## src/rtl/branch_history_table.sv

```systemverilog
// PC-indexed table of saturating counters with a post-reset clearing sweep and registered predictions.
// Build option BHT_BYPASS_EN: same-cycle, same-index lookup returns the post-update counter value.
module branch_history_table #(
    parameter int ENTRIES    = 64,
    parameter int CTR_WIDTH  = 2,
    parameter int PC_WIDTH   = 32,
    parameter int INIT_VALUE = 1
) (
    input  logic                 clk,
    input  logic                 rst_n,
    output logic                 ready,
    input  logic                 lookup_valid,
    input  logic [PC_WIDTH-1:0]  lookup_pc,
    output logic                 pred_valid,
    output logic                 pred_taken,
    output logic [CTR_WIDTH-1:0] pred_ctr,
    input  logic                 update_valid,
    input  logic [PC_WIDTH-1:0]  update_pc,
    input  logic                 update_taken
);
    localparam int IDX_W = $clog2(ENTRIES);
    localparam logic [IDX_W-1:0]     LAST_IDX = IDX_W'(ENTRIES - 1);
    localparam logic [IDX_W-1:0]     IDX_ONE  = IDX_W'(1);
    localparam logic [CTR_WIDTH-1:0] CTR_ONE  = CTR_WIDTH'(1);
    localparam logic [CTR_WIDTH-1:0] CTR_MAX  = {CTR_WIDTH{1'b1}};
    localparam logic [CTR_WIDTH-1:0] CTR_INIT = CTR_WIDTH'(INIT_VALUE);

    // state    | meaning
    // ST_INIT  | sweeping INIT_VALUE into every entry; traffic dropped
    // ST_RUN   | lookups and updates accepted; left only by reset
    typedef enum logic {ST_INIT, ST_RUN} state_t;

    state_t               state_q, state_d;
    logic [IDX_W-1:0]     init_ptr_q, init_ptr_d;
    logic [CTR_WIDTH-1:0] table_q [ENTRIES];
    logic                 pred_valid_q;
    logic [CTR_WIDTH-1:0] pred_ctr_q;

    logic [IDX_W-1:0]     lk_idx, up_idx, wr_idx;
    logic [CTR_WIDTH-1:0] up_cur, up_new, lk_data, wr_data;
    logic                 lk_en, up_en, wr_en;
    logic                 unused_pc;

    assign lk_idx    = lookup_pc[IDX_W+1:2];
    assign up_idx    = update_pc[IDX_W+1:2];
    assign unused_pc = ^{lookup_pc, update_pc};

    always_ff @(posedge clk) begin
        if (!rst_n) begin
            state_q    <= ST_INIT;
            init_ptr_q <= '0;
        end else begin
            state_q    <= state_d;
            init_ptr_q <= init_ptr_d;
        end
    end

    always_comb begin
        state_d    = state_q;
        init_ptr_d = init_ptr_q;
        if (state_q == ST_INIT) begin
            init_ptr_d = init_ptr_q + IDX_ONE;
            if (init_ptr_q == LAST_IDX) state_d = ST_RUN;
        end
    end

    always_comb begin
        ready   = (state_q == ST_RUN);
        lk_en   = ready && lookup_valid;
        up_en   = ready && update_valid;
        wr_en   = up_en;
        wr_idx  = up_idx;
        wr_data = up_new;
        if (state_q == ST_INIT) begin
            wr_en   = 1'b1;
            wr_idx  = init_ptr_q;
            wr_data = CTR_INIT;
        end
    end

    always_comb begin
        up_cur = table_q[up_idx];
        if (update_taken) up_new = (up_cur == CTR_MAX) ? up_cur : up_cur + CTR_ONE;
        else              up_new = (up_cur == '0)      ? up_cur : up_cur - CTR_ONE;
    end

`ifdef BHT_BYPASS_EN
    assign lk_data = (up_en && (up_idx == lk_idx)) ? up_new : table_q[lk_idx];
`else
    assign lk_data = table_q[lk_idx];
`endif

    // Contents are deliberately not reset; the INIT sweep rewrites every entry.
    always_ff @(posedge clk) begin
        if (rst_n && wr_en) table_q[wr_idx] <= wr_data;
    end

    always_ff @(posedge clk) begin
        if (!rst_n) begin
            pred_valid_q <= 1'b0;
            pred_ctr_q   <= '0;
        end else begin
            pred_valid_q <= lk_en;
            if (lk_en) pred_ctr_q <= lk_data;
        end
    end

    assign pred_valid = pred_valid_q;
    assign pred_ctr   = pred_ctr_q;
    assign pred_taken = pred_ctr_q[CTR_WIDTH-1];
endmodule
```

## config.mk

```make
export PLATFORM = sky130hd
export DESIGN_NAME = branch_history_table
export DESIGN_NICKNAME = d
export VERILOG_FILES = /design/src/rtl/branch_history_table.sv
export SDC_FILE = /design/constraint.sdc
export NUM_CORES = 1
export LEC_CHECK = 0
export ABC_AREA = 1
export BUFFER_PORTS_ARGS = -buffer_cell sky130_fd_sc_hd__buf_4
export CAP_MARGIN = 20
export CORE_MARGIN = 2
export CORE_UTILIZATION = 30
export CTS_BUF_LIST = sky130_fd_sc_hd__clkbuf_16
export DETAILED_ROUTE_END_ITERATION = 8
export PLACE_DENSITY = 0.45
export RECOVER_POWER = 50
export SETUP_SLACK_MARGIN = 0.02
export SYNTH_ARGS = -nofsm -noshare
export SYNTH_HDL_FRONTEND = slang
export SYNTH_SLANG_ARGS = --single-unit
```

## constraint.sdc

```tcl
create_clock -name clk -period 9.5 [get_ports clk]
set_clock_uncertainty 0.05 [all_clocks]
set_input_delay 1.425 -clock clk [delete_from_list [all_inputs] [get_ports clk]]
set_output_delay 1.425 -clock clk [all_outputs]
set_load 0.005 [all_outputs]
```

==> impl_metrics.csv, run 1 <==
group,metric,value,unit
worst_setup_path,path_max_fanout,36,
job,maxCapViolCount,3,
pwr,seq_power_share,0.462,
global_routing,antenna_found_initial,0,
worst_setup_path,worstPathCellList,"clkbuf_1 > inv_1 > nand3_1 > nand3_1 > nand2_1 > nand2_1 > nand3_1 > nand3_1 > nand2_1 > nand2_1 > nand2_1 > nand3_2 > buf_4",
route,drc,0,
worst_setup_path,path_depth,13,
worst_setup_path,critPathLaunch,"update_pc[3]",
yosys,synth_edf_count,128,
global_routing,gr-total-overflow,0,
yosys,synth_area_leaders,"edfxtp_1, nand2_1, nand3_1, nor2_1, dfxtp_1",
sta,period_needed,6.44,ns
yosys,async_reset_ff_frac,0,
sta,finalMaxSlewViolations,104,
cts,clock_latency,0.43,ns
placement,place_hpwl,14.4,mm
yosys,synth-seq-area-share,0.549,
placement,place_congestion,0.828,
worst_hold_path,hold_class,"flip-flop to flip-flop",
layout,final_common_cell,"nand2_1",
global_routing,grt_pass1_wl,37.2,mm
worst_setup_path,reg2regPathDepth,4,
worst_setup_path,critPathCaptureType,"flip-flop",
route,ant_nets,0,
floorplan,io_pins,74,
cts,numCtsBuffers,17,
global_routing,grtUsageMet3,0.0364,
global_routing,grt_pass1_vias,6100,
global_routing,busiest_layer,"met2",
yosys,synth_fa_ha_area_frac,0.00170,
cts,cts_buffer_depth,2,
sta,hold_ws,0.474,ns
worst_setup_path,cp_num_buf_inv,3,
pwr,p_int,1070,uW
yosys,synth_area_per_cell,8.37,um^2
sta,period_share,0.678,
cts,ctsHoldBuffers,0,
worst_setup_path,slowest_stage,"clkbuf_1",
outcome,violations,"capacitance limit, slew limit",
route,drt_first_iter_violations,554,
pwr,p_clk_frac,0.449,
global_routing,track_usage,0.193,
layout,antenna_cells,0,
layout,area_delta_synth_final,11.6,%
yosys,synth_top_family_by_area,"simple AND/OR/NAND/NOR gates",
floorplan,start_util,0.305,
cts,cts.sinks,138,
worst_setup_path,critPathLaunchType,"input pin",
sta,rsz0062_at_grt,"false",
floorplan,die_w,161,um
sta,hold_violations,0,
yosys,syn-instance-count,880,
route,dr.pass1.iters,7,
pwr,leakage,0.00307,uW
global_routing,grt_start_max_net_pins,68,
yosys,synth-main-ff-cell,"edfxtp_1",
yosys,synth_xor_area_frac,0,
layout,final_cell_mix,"nand2_1, nand3_1, edfxtp_1",
cts,clkTransAtPathRegs,0.06,ns
yosys,muxShareOfSynthArea,0,
worst_setup_path,cp_top_family,"buffers and inverters",
cts,cts-root-buf,"clkbuf_16",
floorplan,num_rows,57,
global_routing,use_met1,0.275,
yosys,synth.ff_latch_count,138,
yosys,syn_nets,950,
worst_setup_path,crit_path_end,"table_q[43][0]",
sta,worst_pin_slew,2.20,ns
route,via_per_inst,5.14,
layout,drive_above_1_share,0.0744,
floorplan,coreArea,24200,um^2
pwr,combinationalPowerShare,0.089,
worst_setup_path,reg2reg_slack,6.53,ns
floorplan,die_y,161,um
placement,io_buffer_count,21,
yosys,synth_top_cell_area_share,0.522,
cts,cts_setup_buffers,0,
cts,cts_tree,"done",
worst_setup_path,worst-setup-path-type,"input pin to flip-flop",
yosys,syn_area,7360,um^2
sta,tns,0,ns
layout,final_area,8210,um^2
worst_setup_path,worst_ep_arrival_time,6.52,ns
yosys,ys_types,28,
cts,cts_resized,0,
sta,max_freq,155,MHz
yosys,yosys_warnings,0,
worst_setup_path,cp.required,9.58,ns
global_routing,met2_usage,0.298,
floorplan,die_area,25800,um^2
yosys,synth_area_leader_cell,"edfxtp_1",
worst_setup_path,rr_endpoint,"table_q[30][0]",
sta,maxSlewHeadroom,-0.464,
worst_setup_path,cpMostUsedCell,"nand2_1",
sta,finalSetupViolations,0,
yosys,synth-simple-area-share,0.370,
pwr,p_sw,354,uW
pwr,p_per_area,173,nW/um^2
pwr,max-vdd-ir-drop,0.0894,mV
worst_setup_path,critPathMaxStageDelay,1.45,ns
layout,fin_nets,945,
pwr,swShare,0.249,
worst_setup_path,reg2reg_from,"ready",
route,routedWlPerCell,19.9,um
layout,n_fill_cell,2518,
yosys,synth_compound_area_frac,0.0246,
route,routed-via-count,6224,
route,wl,24.1,mm
placement,placed_area,7690,um^2
outcome,status,"complete, but fails checks",
cts,htree_levels,4,
==> how the worst min path moves through the flow <==
stage	start	end	slack (ns)	cells after the start
6_report	init_ptr_q[0]	init_ptr_q[0]	0.47	2
5_1_grt	init_ptr_q[5]	init_ptr_q[5]	0.50	2
4_1_cts	init_ptr_q[5]	init_ptr_q[5]	0.47	2
3_5_place_dp	init_ptr_q[5]	init_ptr_q[5]	0.46	2
3_3_place_gp	init_ptr_q[5]	init_ptr_q[5]	0.45	2
2_1_floorplan	init_ptr_q[5]	init_ptr_q[5]	0.40	2
==> area by class of cell <==
class | instances | area (um^2) | area share
Clock buffer | 17 | 425 | 0.0518
Clock inverter | 14 | 133 | 0.0161
Inverter | 29 | 109 | 0.0133
Sequential cell | 138 | 4040 | 0.492
Tap cell | 324 | 405 | 0.0494
Multi-Input combinational cell | 662 | 2910 | 0.354
Timing Repair Buffer | 27 | 188 | 0.0228
==> synthesized netlist by cell type (3+ instances only) <==
library cell  count
nand3_2           7
buf_2            33
nor4_1            6
nor2_1           80
nand3_1         223
dfxtp_1          10
a21oi_1          12
buf_1             3
nand2_1         301
o21ai_0          12
nor3_1            5
clkbuf_1          3
inv_1            19
buf_6             3
buf_4             9
edfxtp_1        128
inv_2             8
o21ai_1           3
==> power by group through the flow <==
stage / registers [uW] / logic (uW) / clock network [uW]
floorplan: 670 / 84.3 / 0
finish: 658 / 126 / 638
global placement: 671 / 127 / 0
detailed placement: 671 / 127 / 0
CTS: 658 / 127 / 647
global route: 658 / 139 / 670
==> per-layer routing <==
metal	vias to the layer above	routed length, um	part of all wire
li1	2996	-	-
met1	2988	11500	0.48
met2	216	10500	0.44
met3	24	1670	0.069
met4	0	401	0.017
met5	-	0	0
==> through the flow <==
step | std cells | worst slack (ns) | util | total power [uW]
global placement | 1180 | 4.18 | 0.318 | 798
floorplan | 880 | 5.08 | - | 754
global route | 1211 | 2.67 | 0.340 | 1470
finish | 1211 | 3.06 | 0.340 | 1420
detailed placement | 1180 | 4.18 | 0.318 | 798
CTS | 1211 | 4.62 | 0.341 | 1430
==> worst register-to-register path, cell delays in order (launching register included) <==
cell	delay, ns
dfxtp_1	0.80
o21ai_0	0.36
inv_1	0.31
nand4_1	0.69
nor2_1	0.43
==> state kept, by name, indices dropped and copies added, names as in the netlist <==
name and flops:
table_q 128, init_ptr_q 6, pred_ctr 2, pred_valid 1, ready 1
==> cells by family (layout without fill, tap and decap cells) <==
| kind of cell | count (synthesis) | after routing |
|---|---|---|
| fa+ha+maj | 1 | 1 |
| simple gates | 629 | 629 |
| buf+inv | 80 | 87 |
| compound gates | 32 | 32 |
| flops | 138 | 138 |
Note: power is estimated with default switching activity, not from simulation.
==> run 2: changes to the inputs <==
Settings changed: PLACE_DENSITY 0.45 to 0.47.
Clock period 9.5 ns to 5.2 ns, I/O delays scaled along.
==> run 2 against run 1 <==
  * The run now ends clean
  * Via count is 0.92% higher
  * Clock power up 71%
  * Hold slack improved by 0.0041 ns
  * First-iteration DRC count is 13% lower
  * Die area unchanged
  * Cell count increased by 0.25%
  * Highest routed layer unchanged
==> impl_metrics.csv, run 2 (synthesis results as in run 1) <==
group,metric,value,unit
outcome,status,"finished, final reports clean",
pwr,p_int,1870,uW
layout,largest_reg_flops,128,
pwr,p_per_area,306,nW/um^2
route,dr.pass1.iters,5,
cts,clock_latency,0.43,ns
placement,place_hpwl,14.1,mm
layout,final_area,8230,um^2
cts,cts_tree,"done",
sta,period_share,0.731,
global_routing,grt_pass1_wl,36.3,mm
cts,cts-root-buf,"clkbuf_16",
worst_hold_path,hold_path_depth,2,
worst_setup_path,worst-setup-path-type,"input pin to flip-flop",
cts,htree_levels,4,
sta,tns,0,ns
sta,maxSlewHeadroom,0.0274,
cts,numCtsBuffers,17,
route,routedWlPerCell,19.4,um
worst_hold_path,holdCritStartpoint,"init_ptr_q[0]",
cts,cts.sinks,138,
placement,placed_area,7730,um^2
worst_setup_path,cp.required,5.28,ns
sta,hold_violations,0,
layout,final_common_cell,"nand2_1",
route,ant_nets,0,
layout,fin_nets,947,
layout,n_fill_cell,2534,
worst_setup_path,critPathCaptureType,"flip-flop",
floorplan,coreArea,24200,um^2
pwr,max-vdd-ir-drop,0.194,mV
worst_setup_path,rr_endpoint,"table_q[63][1]",
cts,cts_buffer_depth,2,
pwr,swShare,0.260,
route,via_per_inst,5.17,
sta,worst_pin_slew,1.46,ns
worst_setup_path,reg2regPathDepth,4,
pwr,p_sw,655,uW
worst_setup_path,reg2reg_from,"ready",
floorplan,die_y,161,um
layout,antenna_cells,0,
layout,drive_above_1_share,0.0787,
cts,ctsHoldBuffers,0,
pwr,p_clk_frac,0.432,
worst_hold_path,hold_class,"flip-flop to flip-flop",
floorplan,start_util,0.305,
worst_setup_path,critPathLaunchType,"input pin",
worst_hold_path,worstHoldEndpoint,"init_ptr_q[0]",
floorplan,die_area,25800,um^2
sta,rsz0062_at_grt,"false",
pwr,finalPower,2520,uW
floorplan,io_pins,74,
sta,finalSetupViolations,0,
worst_setup_path,worst_ep_arrival_time,3.88,ns
worst_setup_path,critPathMaxStageDelay,0.75,ns
cts,clkTransAtPathRegs,0.06,ns
cts,cts_resized,0,
pwr,leakage,0.00309,uW
worst_setup_path,path_depth,13,
sta,max_freq,263,MHz
layout,top_register,"table_q",
job,maxCapViolCount,0,
worst_setup_path,slowest_stage,"inv_1",
route,wl,23.6,mm
route,drt_first_iter_violations,482,
worst_setup_path,reg2reg_slack,2.21,ns
pwr,combinationalPowerShare,0.091,
global_routing,antenna_found_initial,0,
sta,finalMaxSlewViolations,0,
global_routing,grt_start_max_net_pins,67,
placement,place_congestion,0.798,
worst_setup_path,worstPathCellList,"buf_4 > inv_1 > nand3_1 > nand3_1 > nand2_1 > nand2_1 > nand3_1 > nand3_1 > nand2_1 > nand2_1 > nand2_1 > nand3_1 > buf_12",
layout,final_cell_mix,"nand2_1, nand3_1, edfxtp_1",
route,routed-via-count,6281,
global_routing,track_usage,0.187,
floorplan,num_rows,57,
pwr,seq_power_share,0.477,
global_routing,gr-total-overflow,0,
placement,io_buffer_count,21,
worst_setup_path,cp_top_family,"buffers and inverters",
floorplan,die_w,161,um
layout,area_delta_synth_final,11.8,%
worst_setup_path,cp_num_buf_inv,3,
route,drc,0,
worst_setup_path,path_max_fanout,54,
sta,period_needed,3.80,ns
global_routing,grt_pass1_vias,6026,
cts,cts_setup_buffers,0,
[run 2: changes by cell type in the layout (fill, tap and decap cells not counted), sizes merged]
cell,before,now
clkinv,9,7
bufinv,2,0
clkinvlp,5,7
clkbuf,26,23
buf,18,23
inv,27,30
[run 2: worst register-to-register path: cells and delay by family (launching register included)]
family	cells	cell delay, ns
AND/OR/NAND/NOR	2	1.19
AO/OA/AOI/OAI	1	0.36
flip-flops	1	0.78
buffers and inverters	1	0.28
[run 2: power groups by stage]
stage	Combinational [uW]	Sequential [uW]	Clock, uW
5_1_grt	251	1200	1150
4_1_cts	232	1200	1110
6_report	230	1200	1090
2_1_floorplan	154	1220	0
3_5_place_dp	231	1230	0
3_3_place_gp	232	1230	0
[run 2: worst max-delay path by stage]
stage	start	endpoint	slack, ns
floorplan	update_pc[4]	table_q[0][1]	1.43
global placement	update_pc[3]	table_q[62][1]	1.61
detailed placement	update_pc[3]	table_q[6][0]	1.54
CTS	update_pc[3]	table_q[6][0]	1.99
global route	lookup_pc[2]	pred_ctr[1]	1.09
finish	update_pc[3]	table_q[40][0]	1.40
[run 2: through the flow]
step                utilization  hold slack (ns)  std cells  setup WS [ns]
floorplan                     -            0.402        880           1.43
detailed placement        0.320            0.466       1182           1.54
finish                    0.340            0.478       1214           1.40
global route              0.340            0.491       1214           1.09
global placement          0.320            0.452       1182           1.61
CTS                       0.342            0.480       1214           1.99
[run 2: routing by layer]
| metal | up-vias | wire, um | global-route usage |
|---|---|---|---|
| met5 | - | 0 | 0 |
| met4 | 0 | 231 | 0.0430 |
| met3 | 15 | 1440 | 0.0310 |
| met2 | 214 | 10900 | 0.301 |
| met1 | 3054 | 11000 | 0.266 |
| li1 | 2998 | - | - |
[run 2: final cells by class]
| type | instances | area, um^2 | area share |
|---|---|---|---|
| Clock buffer | 17 | 425 | 0.0517 |
| Clock inverter | 15 | 104 | 0.0126 |
| Sequential cell | 138 | 4040 | 0.491 |
| Timing Repair Buffer | 29 | 239 | 0.0290 |
| Tap cell | 324 | 405 | 0.0492 |
| Multi-Input combinational cell | 662 | 2910 | 0.353 |
| Inverter | 29 | 109 | 0.0132 |
